`src/rtl/ps2_host_tx_if.sv`:
```
// Signal bundle between the PS/2 host transmitter and its surroundings:
// the command handshake plus the raw pin levels and pull-down enables.
interface ps2_host_tx_if;
  logic [7:0] tx_data;
  logic       tx_start;
  logic       tx_busy;
  logic       tx_done;
  logic       tx_error;
  logic       ps2_clock_in;
  logic       ps2_data_in;
  logic       ps2_clock_oe;
  logic       ps2_data_oe;

  // master: command issuer and pad logic; slave: the transmitter itself
  modport master (
    output tx_data, tx_start, ps2_clock_in, ps2_data_in,
    input  tx_busy, tx_done, tx_error, ps2_clock_oe, ps2_data_oe
  );

  modport slave (
    input  tx_data, tx_start, ps2_clock_in, ps2_data_in,
    output tx_busy, tx_done, tx_error, ps2_clock_oe, ps2_data_oe
  );
endinterface

```
`src/rtl/ps2_host_tx.sv`:
```
// Host-to-device PS/2 transmitter: request-to-send, LSB-first frame with odd
// parity shifted on device clock falls, ACK check and inter-edge watchdog.
module ps2_host_tx #(
  parameter int INHIBIT_CYCLES = 5000,
  parameter int SETUP_CYCLES   = 50,
  parameter int TIMEOUT_CYCLES = 750000
) (
  input  logic          clock,
  input  logic          reset,
  ps2_host_tx_if.slave  bus
);

  localparam int MAX_A   = (INHIBIT_CYCLES > SETUP_CYCLES) ? INHIBIT_CYCLES : SETUP_CYCLES;
  localparam int MAX_CNT = (MAX_A > TIMEOUT_CYCLES) ? MAX_A : TIMEOUT_CYCLES;
  localparam int CNT_W   = $clog2(MAX_CNT + 1);

  localparam logic [CNT_W-1:0] INH_LAST   = CNT_W'(INHIBIT_CYCLES - 1);
  localparam logic [CNT_W-1:0] SETUP_LAST = CNT_W'(SETUP_CYCLES - 1);
  localparam logic [CNT_W-1:0] TO_LAST    = CNT_W'(TIMEOUT_CYCLES - 1);

  typedef enum logic [2:0] {IDLE, INHIBIT, SETUP, WAIT_EDGES, WAIT_IDLE} state_t;

  state_t           state;
  logic [CNT_W-1:0] cnt;
  logic [3:0]       bit_cnt;
  logic [9:0]       frame;
  logic             busy, done, error, clock_oe, data_oe;

  logic clk_meta, clk_sync, clk_prev;
  logic data_meta, data_sync;
  logic clk_fall;

  // NOTE: synchronizers reset to the idle-high line level so leaving reset never fakes an edge.
  always_ff @(posedge clock) begin
    if (reset) begin
      clk_meta  <= 1'b1;
      clk_sync  <= 1'b1;
      clk_prev  <= 1'b1;
      data_meta <= 1'b1;
      data_sync <= 1'b1;
    end else begin
      clk_meta  <= bus.ps2_clock_in;
      clk_sync  <= clk_meta;
      clk_prev  <= clk_sync;
      data_meta <= bus.ps2_data_in;
      data_sync <= data_meta;
    end
  end

  assign clk_fall = clk_prev & ~clk_sync;

  // NOTE: all state uses non-blocking assignments so every register samples pre-edge values.
  always_ff @(posedge clock) begin
    if (reset) begin
      state    <= IDLE;
      cnt      <= '0;
      bit_cnt  <= '0;
      frame    <= '0;
      busy     <= 1'b0;
      done     <= 1'b0;
      error    <= 1'b0;
      clock_oe <= 1'b0;
      data_oe  <= 1'b0;
    end else begin
      done  <= 1'b0;
      error <= 1'b0;
      case (state)
        IDLE: begin
          clock_oe <= 1'b0;
          data_oe  <= 1'b0;
          // a start coinciding with the completion pulse is dropped
          if (bus.tx_start && !done && !error) begin
            frame    <= {1'b1, ~^bus.tx_data, bus.tx_data};
            state    <= INHIBIT;
            busy     <= 1'b1;
            clock_oe <= 1'b1;
            cnt      <= '0;
            bit_cnt  <= '0;
          end
        end
        INHIBIT: begin
          if (cnt == INH_LAST) begin
            cnt     <= '0;
            data_oe <= 1'b1;
            state   <= SETUP;
          end else begin
            cnt <= cnt + 1'b1;
          end
        end
        SETUP: begin
          if (cnt == SETUP_LAST) begin
            cnt      <= '0;
            clock_oe <= 1'b0;
            state    <= WAIT_EDGES;
          end else begin
            cnt <= cnt + 1'b1;
          end
        end
        WAIT_EDGES: begin
          // an edge wins over a simultaneous watchdog expiry
          if (clk_fall) begin
            cnt <= '0;
            if (bit_cnt != 4'd10) begin
              bit_cnt <= bit_cnt + 4'd1;
              data_oe <= ~frame[0];
              frame   <= {1'b0, frame[9:1]};
            end else if (!data_sync) begin
              state <= WAIT_IDLE;
            end else begin
              error   <= 1'b1;
              busy    <= 1'b0;
              data_oe <= 1'b0;
              state   <= IDLE;
            end
          end else if (cnt == TO_LAST) begin
            error    <= 1'b1;
            busy     <= 1'b0;
            clock_oe <= 1'b0;
            data_oe  <= 1'b0;
            state    <= IDLE;
          end else begin
            cnt <= cnt + 1'b1;
          end
        end
        WAIT_IDLE: begin
          if (clk_sync && data_sync) begin
            done  <= 1'b1;
            busy  <= 1'b0;
            state <= IDLE;
          end else if (cnt == TO_LAST) begin
            error    <= 1'b1;
            busy     <= 1'b0;
            clock_oe <= 1'b0;
            data_oe  <= 1'b0;
            state    <= IDLE;
          end else begin
            cnt <= cnt + 1'b1;
          end
        end
        default: state <= IDLE;
      endcase
    end
  end

  assign bus.tx_busy      = busy;
  assign bus.tx_done      = done;
  assign bus.tx_error     = error;
  assign bus.ps2_clock_oe = clock_oe;
  assign bus.ps2_data_oe  = data_oe;

endmodule
```
`src/flat_wrapper.sv`:
```
// flat-port wrapper written by rule: the top's interface ports become plain ports
module ps2_host_tx_flat 
#(
  parameter int INHIBIT_CYCLES = 5000,
  parameter int SETUP_CYCLES   = 50,
  parameter int TIMEOUT_CYCLES = 750000
)
  (clock, reset, bus_tx_data, bus_tx_start, bus_ps2_clock_in, bus_ps2_data_in, bus_tx_busy, bus_tx_done, bus_tx_error, bus_ps2_clock_oe, bus_ps2_data_oe);
  ps2_host_tx_if bus_i ();
  input  logic clock;
  input  logic reset;
  input wire logic [$bits(bus_i.tx_data)-1:0] bus_tx_data;
  input wire logic [$bits(bus_i.tx_start)-1:0] bus_tx_start;
  input wire logic [$bits(bus_i.ps2_clock_in)-1:0] bus_ps2_clock_in;
  input wire logic [$bits(bus_i.ps2_data_in)-1:0] bus_ps2_data_in;
  output wire logic [$bits(bus_i.tx_busy)-1:0] bus_tx_busy;
  output wire logic [$bits(bus_i.tx_done)-1:0] bus_tx_done;
  output wire logic [$bits(bus_i.tx_error)-1:0] bus_tx_error;
  output wire logic [$bits(bus_i.ps2_clock_oe)-1:0] bus_ps2_clock_oe;
  output wire logic [$bits(bus_i.ps2_data_oe)-1:0] bus_ps2_data_oe;
  assign bus_i.tx_data = bus_tx_data;
  assign bus_i.tx_start = bus_tx_start;
  assign bus_i.ps2_clock_in = bus_ps2_clock_in;
  assign bus_i.ps2_data_in = bus_ps2_data_in;
  assign bus_tx_busy = bus_i.tx_busy;
  assign bus_tx_done = bus_i.tx_done;
  assign bus_tx_error = bus_i.tx_error;
  assign bus_ps2_clock_oe = bus_i.ps2_clock_oe;
  assign bus_ps2_data_oe = bus_i.ps2_data_oe;
  ps2_host_tx #(.INHIBIT_CYCLES(INHIBIT_CYCLES), .SETUP_CYCLES(SETUP_CYCLES), .TIMEOUT_CYCLES(TIMEOUT_CYCLES)) u_core (.clock(clock), .reset(reset), .bus(bus_i));
endmodule
```
`config.mk`:
```
export PLATFORM = sky130hd
export DESIGN_NAME = ps2_host_tx_flat
export DESIGN_NICKNAME = d
export VERILOG_FILES = /design/src/rtl/ps2_host_tx_if.sv /design/src/rtl/ps2_host_tx.sv /design/src/flat_wrapper.sv
export SDC_FILE = /design/constraint.sdc
export NUM_CORES = 1
export LEC_CHECK = 0
export CAP_MARGIN = 10
export CORE_MARGIN = 3
export CORE_UTILIZATION = 45
export CTS_BUF_LIST = sky130_fd_sc_hd__clkbuf_8
export DETAILED_ROUTE_END_ITERATION = 8
export PLACE_DENSITY = 0.66
export SLEW_MARGIN = 30
export SYNTH_ARGS = -nofsm -noshare
export SYNTH_HDL_FRONTEND = slang
export SYNTH_SLANG_ARGS = --single-unit
```
`constraint.sdc`:
```
create_clock -name clock -period 2.48 [get_ports clock]
set_input_delay 0.372 -clock clock [delete_from_list [all_inputs] [get_ports clock]]
set_output_delay 0.372 -clock clock [all_outputs]
set_load 0.05 [all_outputs]
```
-- After elaboration in Yosys (flattened, before gate mapping)
Cells that the tools add are included.
- add/sub/neg operators: 2
- $mul: 0
- div/mod/pow operators: 0
- order comparisons: 0
- equality and inequality tests: 18
- shift operators: 0
- mux-type cells: 50
- bitwise gates (word level): 4
- reductions and logical operators: 19
- operators with widths (cell ; count):
    two-way mux 20 bit ; 6
    one-hot mux 20 bit (5 select lines) ; 1
    two-way mux 10 bit ; 3
    two-way mux 3 bit ; 8
    two-way mux 1 bit ; 22
    adder 20 x 1 -> 20 bit (second input constant) ; 1
    equality test 20 x 13 -> 1 bit (second input constant) ; 1
    equality test 20 bit (second input constant) ; 1
    equality test 20 x 6 -> 1 bit (second input constant) ; 1
    one-hot mux 10 bit (2 select lines) ; 1
    AND reduction 4 bit ; 5
    one-hot mux 3 bit (5 select lines) ; 1
    two-way mux 4 bit ; 3
    != test 2 x 1 -> 1 bit (second input constant) ; 5
    one-hot mux 1 bit (4 select lines) ; 2
    one-hot mux 4 bit (2 select lines) ; 1
    nonzero test 4 bit ; 2
    XNOR reduction 8 bit ; 1
    equality test 3 x 2 -> 1 bit (second input constant) ; 2
    nonzero test 5 bit ; 1
    adder 4 x 1 -> 4 bit (second input constant) ; 1
    != test 2 bit (second input constant) ; 2
    != test 4 x 3 -> 1 bit (second input constant) ; 1
    != test 4 bit (second input constant) ; 1
    other kinds (15) ; 20
- bits in registers: 47
- latch bits: 0
- memory bits (writable): 0
- memory bits (read-only): 0
- input port bits: 13
- output and inout bits: 5
- memories: 0

-- Depth between registers and ports, before layout
- word-level depth: 5
- depth in mapped cells: 9
- depth with buffers taken out: 8

-- Least setup slack after synthesis
Ideal clock, no wire load.
- kind: reg-to-reg
- from: register u_core.cnt[3]
- to: register u_core.data_oe, in the netlist u_core.bus.ps2_data_oe
- library setup time: 70 ps
- arrival time: 2261 ps
- path slack: 149 ps
- stages on the path, launching flop included: 7
- clock period less this slack: 2331 ps
- cells stage by stage: dfxtp_1 or4_1 or4_4 o31ai_4 o311ai_1 or4_1 a21oi_1
- longest elaborated chain between the ends: 4
- elaborated cells between the ends (all ways): 8
- classes of those cells: eq/ne (3); mux (4); reduce/logical (1)
- ends and longest elaborated chain (item ; RTL line ; text):
    start: declaration ; ps2_host_tx.sv:24 ; logic [CNT_W-1:0] cnt;
    start signal: assignment ; ps2_host_tx.sv:87 ; cnt <= cnt + 1'b1;
    start signal: assignment ; ps2_host_tx.sv:96 ; cnt <= cnt + 1'b1;
    start signal: assignment ; ps2_host_tx.sv:122 ; cnt <= cnt + 1'b1;
    equality test 20 bit ; ps2_host_tx.sv:115, ps2_host_tx.sv:130 ;
    two-way mux 1 bit ; n/a ;
    two-way mux 1 bit, on equally long branches ; n/a ;
    one-hot mux 1 bit (4 select lines) ; n/a ;
    end signal: assignment ; ps2_host_tx.sv:105 ; data_oe <= ~frame[0];
    end: declaration ; ps2_host_tx.sv:27 ; logic busy, done, error, clock_oe, data_oe;
Several ways; a longest one is shown, not always the timed one. The select of a mux whose other input is x is not followed.
A chain may end at the register's enable or synchronous reset.

-- Worst setup path in the final report
- from: register u_core.cnt[3]
- to: register u_core.cnt[10]
- longest elaborated chain between the ends: 4
- elaborated cells between the ends (all ways): 10
- classes of those cells: add/sub (1); eq/ne (3); mux (6)
- ends and longest elaborated chain (item ; RTL line ; text):
    adder 20 x 1 -> 20 bit or equality test 20 bit (tied branches) ; n/a ;
    two-way mux 20 bit ; ps2_host_tx.sv:115, ps2_host_tx.sv:130 ;
    two-way mux 20 bit, on equally long branches ; ps2_host_tx.sv:126, ps2_host_tx.sv:101 ;
    one-hot mux 20 bit (5 select lines) * ; ps2_host_tx.sv:67 ; case (state)
Every way passes the cells marked *; elsewhere a longest branch is shown, timed or not. The select of a mux whose other input is x is not followed.

==> results by group <==
Layout
  • Layout area overhead: 19.83%
  • Layout Nets: 390
  • Fillers: 534
  • Fraction of layout cells with a size suffix above 1: 13.10%
  • Diode count: 0
  • Finished Core Util: 57.97%
  • Post-layout instance area: ~0.0031 mm2

Clocking
  • Cts hold-fix bufs: 0
  • Root Driver: clkbuf_8
  • Worst skew pair latency: approximately 0.31 ns
  • CTS Buffer Depth: 2
  • Clock transition at path regs: 0.09 ns
  • CTS tree: built
  • H-tree Lvls: 2
  • CTS buffer count: 5
  • Sink Count: 47

Setup path
  • Type of origin of the critical path: flop
  • Crit path cell chain: or4_1, or4_4, o31ai_4, buf_4, nand4_1, buf_4, o311ai_0, a21oi_1
  • R2R cell count: 8
  • Crit path DAT: 2.60 ns
  • Worst path bufs/invs: 2
  • Worst R2R Start: u_core.cnt[3]
  • Critical Path End Type: flop
  • WP data required: 2.67 ns
  • CP max FO: 7
  • Setup Crit Path Kind: reg -> reg
  • Slowest stage delay, CP: 0.51 ns
  • Worst path depth: 8
  • Most frequent CP cell: buf_4
  • Reg2Reg Setup Slack: 0.07 ns
  • Kind of cell adding the most delay to the critical path: simple AND/OR/NAND/NOR gates
  • Reg2Reg Capture Point: u_core.cnt[10]
  • Slowest cell on crit path: or4_1

Synthesis
  • Cell variety after synth: 52
  • Synthesized cell area: roughly 0.0026 mm2
  • Predominant post-synthesis flop cell: dfxtp_1
  • Sequential element share of the synthesized area: 36.45%
  • EDFF count, synth: 0
  • Post-synth ARST share: 0%
  • Mean area per synthesized cell: 7.592 um2
  • Yosys warns: 0
  • Syn_nets: 357
  • Yosys reg bits: 47
  • Gate Count Post-Synth: 340

Die
  • Row count: 26
  • I/O pins: 18
  • Chip width: 81.74 um
  • Core Region: ~0.0053 mm2
  • Die Area: roughly 0.0067 mm2
  • Initial Utilization: 48.38%
  • Die span in y: 81.74 um

Timing
  • Final setup viols: 0
  • Fin. max-slew vios: 0
  • Setup Skew: 0.01057 ns
  • Final Hold Viols: 0
  • Unrepaired setup endpoints after global routing: true
  • Fmax: 0.4150 GHz
  • Final Cycle Share: 97.17%
  • Slew headroom: a little over three fifths
  • Final setup margin: 0.07025 ns
  • Worst Tran Pin Value: 0.5510 ns
  • Fin crit period: approximately 2.4 ns

Global route
  • Largest net degree at the start of global routing: 21
  • Global-route wire length before repair: 11.44 mm
  • All-Layer GR Usage: 22.02%
  • Vias in the first global route: around 2,400
  • Initial antenna violation count: 0
  • Remaining global-route overflow: 0

Outcome
  • Status: finished, final reports clean

Pwr
  • Clock power share: a little under a fifth
  • Switch Pwr: between 0.001 and 0.0015 W
  • VDD IR max: 0.4344 mV
  • Sw Ratio: 42.30%
  • Leakage: 1.091 nW
  • Logic pwr share: 45.1%
  • P per Cell Area: 851.9 mW/mm2
  • Int Pwr: 0.001520 W
  • Share of total power in sequential cells: 36.7%

Placed design
  • Port bufs: 17
  • Pre-CTS WS: ~0.042 ns
  • Placer congestion estimate: just over 0.9
  • Placed inst area: 0.002959 mm2
  • Detailed Place HPWL: just over 5 mm

Routing
  • DR pass1 iterations: 5
  • Total Routed Length: ~7 mm
  • Top layer in use: met4
  • Avg Vias per Cell: 6.050
  • Drt initial violations: 300
  • Via count: approximately 2,700
  • Final ANT Viol Nets: 0
  • Routed wire per std cell: 15.71 um
  • Met1 wire length: 3.452 mm
  • DR WL met2: about 3 mm
  • WL met3: 370 um
  • Detailed-route DRC error count: 0

Worst hold path
  • Min-Delay Endpoint: u_core.data_sync
  • Worst hold start: u_core.data_meta
  • HP Class: reg -> reg
  • Hold path depth: 1

Job
  • Max cap viols: 0
final cells by class:
class	count	area (um2)	area share [%]
flip-flops and latches	47	942.2	30.46
clock buffers	5	68.82	2.225
clock inverters	3	20.02	0.6472
inverters	9	33.78	1.092
multi-input cells	266	1568	50.69
repair buffers	44	372.9	12.06
well taps	70	87.58	2.832
power groups by stage:
stage | registers [W] | clock network, W | logic (W)
2_1_floorplan | 0.000981 | 0 | 0.000723
3_3_place_gp | 0.000977 | 0 | 0.00111
3_5_place_dp | 0.000981 | 0 | 0.00112
4_1_cts | 0.000965 | 0.000487 | 0.00112
5_1_grt | 0.000981 | 0.000520 | 0.00130
6_report | 0.000968 | 0.000479 | 0.00119
registers in the layout, summed over array words and instances, names as in the netlist:
name                     cells
u_core.clk_sync              1
u_core.bus.ps2_clock_oe      1
u_core.bus.tx_busy           1
u_core.frame                10
u_core.state                 3
u_core.bit_cnt               4
u_core.cnt                  20
u_core.clk_prev              1
u_core.bus.tx_error          1
u_core.data_sync             1
u_core.data_meta             1
u_core.bus.ps2_data_oe       1
u_core.bus.tx_done           1
u_core.clk_meta              1
synthesized netlist by cell type, types with 4 or more instances:
| master | instances | area [um2] |
|---|---|---|
| a21oi_1 | 22 | 110.1 |
| a311oi_1 | 9 | 78.83 |
| a31oi_1 | 6 | 37.54 |
| clkbuf_1 | 16 | 60.06 |
| dfxtp_1 | 47 | 940.9 |
| ha_1 | 4 | 50.05 |
| inv_1 | 9 | 33.78 |
| nand2_1 | 53 | 198.9 |
| nand3_1 | 19 | 95.09 |
| nand3b_1 | 4 | 30.03 |
| nand4_1 | 9 | 56.30 |
| nor2_1 | 31 | 116.4 |
| nor2b_1 | 4 | 25.02 |
| nor3_1 | 13 | 65.06 |
| nor4_1 | 4 | 25.02 |
| o211ai_1 | 4 | 30.03 |
| o21ai_0 | 13 | 65.06 |
| o21ai_1 | 4 | 20.02 |
| o22ai_1 | 4 | 25.02 |
| or2_2 | 6 | 37.54 |
| or3_1 | 6 | 37.54 |
| xnor2_1 | 9 | 78.83 |
what timing repair did:
action | in CTS | in global routing
gates resized for setup | 0 | 6
buffers inserted | 0 | 2
setup endpoints to repair | 0 | 14
cell usage in the layout, fill, tap and decap left out, types with 2 or more instances in the layout:
master,count
or4_1,3
ha_1,4
nor2b_1,4
o31a_1,2
o2111ai_1,2
dfxtp_1,46
o22ai_1,4
o211ai_1,4
a21oi_1,22
buf_4,27
xnor2_1,9
nor3_1,13
xor2_1,3
nand3b_1,4
nor2_1,31
nand2_1,53
a311oi_1,9
nand3_1,19
and3b_1,2
clkbuf_8,5
o31ai_1,2
nand2b_1,2
o21ai_1,3
and3_1,3
nor3b_1,3
nand4_1,9
nor4_1,4
a31oi_1,6
o21ai_0,13
inv_1,10
or3_1,5
clkdlybuf4s50_1,17
or2_2,6
worst max path at each step:
stage	slack (ns)	startpoint	to
finish	0.07	u_core.cnt[3]	u_core.cnt[10]
global route	-0.008	u_core.cnt[3]	u_core.cnt[10]
CTS	0.03	u_core.cnt[13]	u_core.cnt[10]
detailed placement	0.04	u_core.cnt[13]	u_core.cnt[10]
global placement	0.11	u_core.cnt[3]	u_core.cnt[12]
floorplan	0.15	u_core.cnt[3]	u_core.bus.ps2_data_oe
routing by layer:
metal  global-route usage, %  up-vias
li1                        -     1307
met1                   31.84     1279
met2                   33.28       91
met3                   3.838        9
met4                   6.478        0
met5                       0        -
kinds of logic after synthesis:
kind of cell               share of synthesized area [%]
buffers and inverters                              3.926
and+or+nand+nor                                    31.94
xor gates and xnor gates                           4.072
AOI/OAI and AO/OA                                  21.67
DFF                                                36.45
adders and majority gates                          1.939
metrics by stage:
stage / hold slack [ns] / total power [W] / cells / setup TNS [ns]
5_1_grt: 0.4433 / 0.002802 / 444 / -0.01202
6_report: 0.4218 / 0.002635 / 444 / 0
4_1_cts: 0.4230 / 0.002576 / 442 / 0
3_5_place_dp: 0.3961 / 0.002099 / 434 / 0
3_3_place_gp: 0.3921 / 0.002083 / 434 / 0
2_1_floorplan: 0.3895 / 0.001704 / 340 / 0
Power figures use the tool's default switching activity.
